[config.mk]
export PLATFORM = sky130hd
export DESIGN_NAME = ws2812_tx
export DESIGN_NICKNAME = d
export VERILOG_FILES = /design/src/rtl/ws2812_pkg.sv /design/src/rtl/ws2812_bit_timer.sv /design/src/rtl/ws2812_tx.sv
export SDC_FILE = /design/constraint.sdc
export NUM_CORES = 1
export LEC_CHECK = 0
export ABC_AREA = 0
export CORE_ASPECT_RATIO = 1.1
export CORE_UTILIZATION = 40
export DETAILED_ROUTE_END_ITERATION = 7
export DONT_BUFFER_PORTS = 1
export GPL_ROUTABILITY_DRIVEN = 0
export SYNTH_ARGS = -nofsm -noshare
export SYNTH_HDL_FRONTEND = slang
export SYNTH_SLANG_ARGS = --single-unit
export TNS_END_PERCENT = 20
[constraint.sdc]
create_clock -name clk -period 7.13 [get_ports clk]
set_input_delay 1.0695 -clock clk [delete_from_list [all_inputs] [get_ports clk]]
set_output_delay 1.0695 -clock clk [all_outputs]
set_load 0.05 [all_outputs]
[src/rtl/ws2812_pkg.sv]
// rtl/ws2812_pkg.sv - shared states, 50 MHz timing defaults and counter widths for the WS2812 transmitter
package ws2812_pkg;

    typedef enum logic [1:0] {
        ST_IDLE  = 2'd0,
        ST_FETCH = 2'd1,
        ST_SEND  = 2'd2,
        ST_LATCH = 2'd3
    } state_e;

    localparam int ADDR_WIDTH_DEF = 9;
    localparam int T0H_DEF        = 20;
    localparam int T1H_DEF        = 40;
    localparam int TBIT_DEF       = 63;
    localparam int TRESET_DEF     = 15000;

    // A counter running 0..n-1 needs $clog2(n) bits, but never fewer than one.
    function automatic int cnt_width(input int n);
        return (n <= 2) ? 1 : $clog2(n);
    endfunction

    localparam int TCNT_W_DEF = cnt_width(TBIT_DEF);
    localparam int LCNT_W_DEF = cnt_width(TRESET_DEF);

endpackage

[src/rtl/ws2812_bit_timer.sv]
// rtl/ws2812_bit_timer.sv - per-bit cycle counter and registered high/low waveform for one WS2812 bit
module ws2812_bit_timer
    import ws2812_pkg::*;
#(
    parameter int T0H    = T0H_DEF,
    parameter int T1H    = T1H_DEF,
    parameter int TBIT   = TBIT_DEF,
    parameter int TCNT_W = TCNT_W_DEF
) (
    input  logic clk,
    input  logic rst_n,
    input  logic run_i,
    input  logic out_en_i,
    input  logic bit_i,
    output logic bit_end_o,
    output logic ws_o
);

    localparam logic [TCNT_W-1:0] LAST_C = TCNT_W'(TBIT - 1);
    localparam logic [TCNT_W-1:0] T0H_C  = TCNT_W'(T0H);
    localparam logic [TCNT_W-1:0] T1H_C  = TCNT_W'(T1H);
    localparam logic [TCNT_W-1:0] ONE_C  = TCNT_W'(1);

    logic [TCNT_W-1:0] tcnt_q, tcnt_d;
    logic              ws_q, ws_d;

    // The output is registered from next-cycle values so the line toggles exactly on bit boundaries.
    always_comb begin
        bit_end_o = run_i && (tcnt_q == LAST_C);
        tcnt_d    = '0;
        if (run_i && !bit_end_o) begin
            tcnt_d = tcnt_q + ONE_C;
        end
        ws_d = out_en_i && (tcnt_d < (bit_i ? T1H_C : T0H_C));
    end

    always_ff @(posedge clk or negedge rst_n) begin
        if (!rst_n) begin
            tcnt_q <= '0;
            ws_q   <= 1'b0;
        end else begin
            tcnt_q <= tcnt_d;
            ws_q   <= ws_d;
        end
    end

    assign ws_o = ws_q;

endmodule

[src/rtl/ws2812_tx.sv]
// rtl/ws2812_tx.sv - streams num_bytes RAM bytes MSB-first as a WS2812 waveform followed by a latch period
module ws2812_tx
    import ws2812_pkg::*;
#(
    parameter int ADDR_WIDTH = ADDR_WIDTH_DEF,
    parameter int T0H        = T0H_DEF,
    parameter int T1H        = T1H_DEF,
    parameter int TBIT       = TBIT_DEF,
    parameter int TRESET     = TRESET_DEF
) (
    input  logic                  clk,
    input  logic                  rst_n,
    input  logic                  start,
    input  logic [ADDR_WIDTH:0]   num_bytes,
    output logic [ADDR_WIDTH-1:0] raddr,
    input  logic [7:0]            rdata,
    output logic                  busy,
    output logic                  done,
    output logic                  ws_out
);

    localparam int TW = (TBIT == TBIT_DEF) ? TCNT_W_DEF : cnt_width(TBIT);
    localparam int LW = (TRESET == TRESET_DEF) ? LCNT_W_DEF : cnt_width(TRESET);

    localparam logic [LW-1:0]         LAST_L    = LW'(TRESET - 1);
    localparam logic [LW-1:0]         ONE_L     = LW'(1);
    localparam logic [ADDR_WIDTH:0]   MAX_BYTES = (ADDR_WIDTH + 1)'(1) << ADDR_WIDTH;
    localparam logic [ADDR_WIDTH:0]   ONE_B     = (ADDR_WIDTH + 1)'(1);
    localparam logic [ADDR_WIDTH-1:0] ONE_A     = ADDR_WIDTH'(1);

    state_e                state_q, state_d;
    logic                  busy_q, busy_d;
    logic                  done_q, done_d;
    logic [ADDR_WIDTH-1:0] raddr_q, raddr_d;
    logic [7:0]            shift_q, shift_d;
    logic [2:0]            bit_cnt_q, bit_cnt_d;
    logic [ADDR_WIDTH:0]   byte_cnt_q, byte_cnt_d;
    logic [LW-1:0]         lcnt_q, lcnt_d;
    logic                  bit_end;

    // byte_cnt counts bytes still to be loaded into the shifter, so zero means the current byte is the last.
    always_comb begin
        state_d    = state_q;
        busy_d     = busy_q;
        done_d     = 1'b0;
        raddr_d    = raddr_q;
        shift_d    = shift_q;
        bit_cnt_d  = bit_cnt_q;
        byte_cnt_d = byte_cnt_q;
        lcnt_d     = '0;

        unique case (state_q)
            ST_IDLE: begin
                raddr_d = '0;
                if (start) begin
                    if (num_bytes == '0) begin
                        done_d = 1'b1;
                    end else begin
                        byte_cnt_d = (num_bytes > MAX_BYTES) ? MAX_BYTES : num_bytes;
                        busy_d     = 1'b1;
                        state_d    = ST_FETCH;
                    end
                end
            end
            ST_FETCH: begin
                shift_d    = rdata;
                raddr_d    = ONE_A;
                bit_cnt_d  = 3'd7;
                byte_cnt_d = byte_cnt_q - ONE_B;
                state_d    = ST_SEND;
            end
            ST_SEND: begin
                if (bit_end) begin
                    shift_d   = shift_q << 1;
                    bit_cnt_d = bit_cnt_q - 3'd1;
                    if (bit_cnt_q == 3'd0) begin
                        if (byte_cnt_q != '0) begin
                            shift_d    = rdata;
                            bit_cnt_d  = 3'd7;
                            byte_cnt_d = byte_cnt_q - ONE_B;
                            // Only prefetch when another byte will follow; keeps raddr below 2^ADDR_WIDTH.
                            if (byte_cnt_q > ONE_B) begin
                                raddr_d = raddr_q + ONE_A;
                            end
                        end else begin
                            state_d = ST_LATCH;
                        end
                    end
                end
            end
            ST_LATCH: begin
                lcnt_d = lcnt_q + ONE_L;
                if (lcnt_q == LAST_L) begin
                    lcnt_d  = '0;
                    done_d  = 1'b1;
                    busy_d  = 1'b0;
                    state_d = ST_IDLE;
                end
            end
            default: begin
                state_d = ST_IDLE;
            end
        endcase
    end

    always_ff @(posedge clk or negedge rst_n) begin
        if (!rst_n) begin
            state_q    <= ST_IDLE;
            busy_q     <= 1'b0;
            done_q     <= 1'b0;
            raddr_q    <= '0;
            shift_q    <= '0;
            bit_cnt_q  <= '0;
            byte_cnt_q <= '0;
            lcnt_q     <= '0;
        end else begin
            state_q    <= state_d;
            busy_q     <= busy_d;
            done_q     <= done_d;
            raddr_q    <= raddr_d;
            shift_q    <= shift_d;
            bit_cnt_q  <= bit_cnt_d;
            byte_cnt_q <= byte_cnt_d;
            lcnt_q     <= lcnt_d;
        end
    end

    ws2812_bit_timer #(
        .T0H    (T0H),
        .T1H    (T1H),
        .TBIT   (TBIT),
        .TCNT_W (TW)
    ) u_bit_timer (
        .clk       (clk),
        .rst_n     (rst_n),
        .run_i     (state_q == ST_SEND),
        .out_en_i  (state_d == ST_SEND),
        .bit_i     (shift_d[7]),
        .bit_end_o (bit_end),
        .ws_o      (ws_out)
    );

    assign raddr = raddr_q;
    assign busy  = busy_q;
    assign done  = done_q;

endmodule

### Yosys cells after proc, flatten, opt, wreduce, memory -nomap -nowiden

Index checks and enable logic that the tools add are counted.

* bits of input ports: 21
* flip-flop bits (word level): 55
* output and inout port bits: 12

* mux-type cells: 39
* eq/ne operators: 13
* reduce and logical (&&, ||, !) cells: 15
* $lt $le $gt $ge: 3
* add/subtract/negate cells: 5

Operator list (number)
* 10-bit two-way mux: 6
* 9-bit two-way mux: 4
* 10-bit case mux with 3 select lines: 1
* 14-bit two-way mux: 2
* 9-bit case mux with 3 select lines: 1
* 8-bit two-way mux: 3
* 8-bit case mux with 2 select lines: 1
* 14-bit by 1-bit adder with 14-bit output, second input constant: 1
* 14-bit == test, second input constant: 1
* 2-bit inequality test, second input constant: 7
* 2-bit two-way mux: 6
* 6-bit two-way mux: 2
* 10-bit by 1-bit > comparator with 1-bit output, second input constant: 1
* 10-bit > comparator, second input constant: 1
* 10-bit zero test: 1
* 10-bit nonzero test: 1
* 10-bit by 1-bit subtractor with 10-bit output, second input constant: 1
* 9-bit by 1-bit adder with 9-bit output, second input constant: 1
* 3-bit two-way mux: 3
* 2-bit case mux with 4 select lines: 1
* 6-bit by 1-bit adder with 6-bit output, second input constant: 1
* 2-bit == test, second input constant: 3
* 6-bit == test, second input constant: 1
* 6-bit less-than comparator: 1
* 15 further kinds: 24

### Logic depth before layout (Yosys ltp)

* word-level depth: 8
* mapped depth: 12

### Hierarchy

From an unflattened synthesis, not the netlist that was laid out.

* cells, all modules: 327
* area total of the unflattened synthesis: 3133.0 µm²

Modules (own cells, without submodules)
* ws2812_tx: sequential area each 1201.2 µm², cells each 287, area an instance 2722.6 µm², instances 1
* ws2812_bit_timer: sequential area each 175.2 µm², cells each 40, area an instance 410.4 µm², instances 1

### Worst setup path after synthesis

Ideal clock, no wire load.

* path type: register to register
* start point: register byte_cnt_q[0]
* end point: register u_bit_timer.ws_q (netlist: u_bit_timer.ws_o)
* data required time: 7019 ps
* arrival time: 2781 ps
* cell stages (with the launch flop): 13
* library setup time: 111 ps
* clock period less this slack: 2893 ps
* slack: 4237 ps
* cell sequence: dfrtp_1 > inv_1 > ha_1 > nor3b_2 > a31oi_1 > a31o_2 > o2bb2ai_1 > a21o_1 > ha_1 > a21o_1 > a21oi_1 > nand3_1 > a2111oi_2

* word-level cells in the longest chain between the ends: 8
* elaborated cells on any way between the ends: 13

RTL lines
* start, declared: line ws2812_tx.sv:37 `logic [ADDR_WIDTH:0] byte_cnt_q, byte_cnt_d;`
* start signal, assigned: line ws2812_tx.sv:123 `byte_cnt_q <= byte_cnt_d;`
* 10-bit nonzero test: line ws2812_tx.sv:77 `if (byte_cnt_q != '0) begin`
* 8-bit two-way mux: line ws2812_tx.sv:77
* 8-bit two-way mux: line ws2812_tx.sv:76 `if (bit_cnt_q == 3'd0) begin`
* 8-bit two-way mux: line ws2812_tx.sv:73 `if (bit_end) begin`
* 8-bit case mux with 2 select lines: line ws2812_tx.sv:52 `unique case (state_q)`
* via shift_d[7]: line ws2812_tx.sv:35 `logic [7:0] shift_q, shift_d;`
* 6-bit two-way mux: line ws2812_bit_timer.sv:34 `ws_d = out_en_i && (tcnt_d < (bit_i ? T1H_C : T0H_C));`
* 6-bit less-than comparator: line ws2812_bit_timer.sv:34
* 1-bit logical AND: line ws2812_bit_timer.sv:34
* via u_bit_timer.ws_d: line ws2812_bit_timer.sv:25 `logic ws_q, ws_d;`
* end signal, assigned: line ws2812_bit_timer.sv:43 `ws_q <= ws_d;`
* end, declared: line ws2812_bit_timer.sv:25

The timed path passes the listed nets, and every way through them passes these cells. The select of a mux whose other input is x is not followed.
A chain may end at the register's enable or synchronous reset.

### Final worst setup path

Ends and elaborated chain as after synthesis.

==> run metrics <==
wire per inst 14.8 um; # DRC 0; vias in the first global route 2318; synth unique cells 52; PortBufs 0; path type of the worst setup path flip-flop to flip-flop; area leader, netlist dfrtp_1; dpl cell area 3210 um2; worst r2r src byte_cnt_q[0]; Final Hold Vio Count 0; root buffer cell clkbuf_8; EDFF count, synth 0; R2R Setup Slk 3.90 ns; CTS buffer count 5; drt total wl 6.47 mm; Mapped Cells 333; CP Buf/Inv Count 1; Worst EP arrival 3.43 ns; Max Cap Viol 0; critical path peak fanout 8; fillers 757; Final #Nets 369; VDD IR-drop max 0.0000907 V; fin crit share 45.3%; sequential share of the synthesized area 44.2%; fin cells 437; Clock power frac 35.1%; Yosys reg bits 55; Net Sw Frac 21.5%; total setup buffers inserted after CTS 0; CTS Buffer Depth 2; initial DRC count 82; Worst Max-Slew Pin Slew 0.855 ns; worst min path class input port to asynchronous set/reset pin; endpoints failing setup 0; clk_lat worst skew 0.31 ns; critical path startpoint category flip-flop; initial antenna violation count 0; vias per inst 5.52; min Tclk post-route 3.23 ns; top post-synthesis cells by count dfrtp_1 (55), nor2_1 (33), nand2_1 (26); Reg2Reg Capture Point u_bit_timer.ws_o; crit-path cells inv_1 > ha_1 > nor3b_2 > a31oi_1 > a31o_2 > o2bb2ai_1 > a21o_1 > ha_1 > a21o_1 > a21oi_1 > nand3_1 > a2111oi_2; RSZ-0062 raised after global routing false; syn_nets 371; Die Span X 86.1 um; first-pass GRT wire length 10.9 mm; Post-Layout Inst Area 3300 um2; outcome finished, final reports clean; ys flop type dfrtp_1; switching power 0.105 mW; grt ovf 0; Synth top area share 44.2%; Top delay family on crit path compound AO/OA/AOI/OAI gates; dpl hpwl 4.64 mm; Critical Path End Type flip-flop; Slowest cell on crit path dfrtp_1; Avg Inst Size Synth 9.36 um2; max incr delay on CP 0.42 ns; Pint 0.383 mW; Die ar. 8150 um2; Mapped Area 3120 um2; Initial Util 41.5%; Clock Skews 0.00835 ns; combinational share of power 1.0%; gr usage total 16.8%; Area contributors post-synth dfrtp_1 (44%), ha_1 (6.8%), nor2_1 (4.0%); final total power 0.488 mW; worst reg2reg path depth 12; Initial DRT Pass Iterations 4; Resized cells post-CTS 0; core area 7510 um2; floorplan row count 33; Area growth syn-to-layout 5.86%; fin. max-slew vios 0; Post-synth ARST share 100%; CTS HTree Levels 2; clock slew at reported path FFs 0.10 ns; static leakage 1.45 nW; pin count of the biggest net entering global routing 56; f_max 310 MHz; final setup TNS 0 ns; TritonCTS clock tree built; Slew HR 42.9%; Antenna Cells 0; top-count cell post-synth dfrtp_1; layout cells sized above 1 6.02%; Die Y 94.6 um; io pins 33; CP required 7.33 ns; DRT antenna net count 0; DR vias 2411; Clock Sinks 55; dpl cells 429; Post-CTS Hold Buffers 0; Flop pwr share 63.9%; pwr dens 148 nW/um2; Syn. warnings 0
layer usage:
layer	GRT usage (%)	vias to the layer above	wire, um
li1	-	1205	-
met1	22.9	1165	3170
met2	26.9	32	2970
met3	3.85	9	236
met4	4.72	0	86
met5	0	-	0
cells by family (layout without fill, tap and decap cells):
group / Yosys count / count (layout) / share of synthesized area, %
simple gates: 121 / 121 / 20.4
fa+ha+maj: 17 / 17 / 6.83
compound gates: 101 / 101 / 21.5
buf+inv: 25 / 24 / 3.13
xor+xnor: 14 / 14 / 3.94
flops: 55 / 55 / 44.2
cell usage in the layout, fill, tap and decap left out, types with 4 or more instances in the layout:
cell type,count
dfrtp_1,55
nor2_1,33
nand2_1,26
o21ai_1,24
o21ai_0,19
ha_1,17
inv_1,15
nand3_1,14
a21oi_1,12
and3_1,12
a31oi_1,9
a22oi_1,8
xor2_1,7
xnor2_1,7
nand2b_1,6
clkbuf_8,5
nor4_1,4
nor3_1,4
worst max-delay path by stage:
stage | startpoint | endpoint | slack [ns] | depth (start not counted)
finish | byte_cnt_q[0] | u_bit_timer.ws_o | 3.90 | 12
CTS | byte_cnt_q[0] | u_bit_timer.ws_o | 3.89 | 12
global route | byte_cnt_q[0] | u_bit_timer.ws_o | 3.65 | 12
detailed placement | byte_cnt_q[0] | u_bit_timer.ws_o | 3.90 | 12
floorplan | byte_cnt_q[0] | u_bit_timer.ws_o | 4.24 | 12
global placement | byte_cnt_q[0] | u_bit_timer.ws_o | 4.01 | 12
stage by stage:
| step | hold slack (ns) | worst slack [ns] | util (%) |
|---|---|---|---|
| 5_1_grt | 0.415 | 3.65 | 43.9 |
| 2_1_floorplan | 0.424 | 4.24 | - |
| 4_1_cts | 0.428 | 3.89 | 43.9 |
| 3_5_place_dp | 0.445 | 3.90 | 42.8 |
| 3_3_place_gp | 0.447 | 4.01 | 42.8 |
| 6_report | 0.439 | 3.90 | 43.9 |
sequential cells by signal (all words and copies together), names as in the netlist:
register	cells
lcnt_q	14
u_bit_timer.ws_o	1
shift_q	8
byte_cnt_q	10
bit_cnt_q	3
done	1
raddr	9
state_q	2
busy	1
u_bit_timer.tcnt_q	6
worst reg2reg max path, stage by stage (launching register included):
cell	delay, ns
dfrtp_1	0.42
inv_1	0.12
ha_1	0.26
nor3b_2	0.37
a31oi_1	0.17
a31o_2	0.34
o2bb2ai_1	0.20
a21o_1	0.22
ha_1	0.31
a21o_1	0.16
a21oi_1	0.14
nand3_1	0.10
a2111oi_2	0.33
area by class of cell:
class	count	area, um2	area share [%]
Inverter	15	56.3	1.71
Clock inverter	2	12.5	0.379
Multi-Input combinational cell	253	1640	49.8
Timing Repair Buffer	1	7.51	0.228
Sequential cell	55	1380	41.7
Tap cell	105	131	3.98
Clock buffer	6	72.6	2.20
power by group through the flow:
stage | Combinational [mW] | Clock (mW) | Sequential [mW]
2_1_floorplan | 0.00382 | 0 | 0.318
3_3_place_gp | 0.00474 | 0 | 0.318
3_5_place_dp | 0.00472 | 0 | 0.318
4_1_cts | 0.00471 | 0.178 | 0.312
5_1_grt | 0.00521 | 0.191 | 0.312
6_report | 0.00476 | 0.171 | 0.312
No activity file was read; power rests on OpenSTA's default activity.
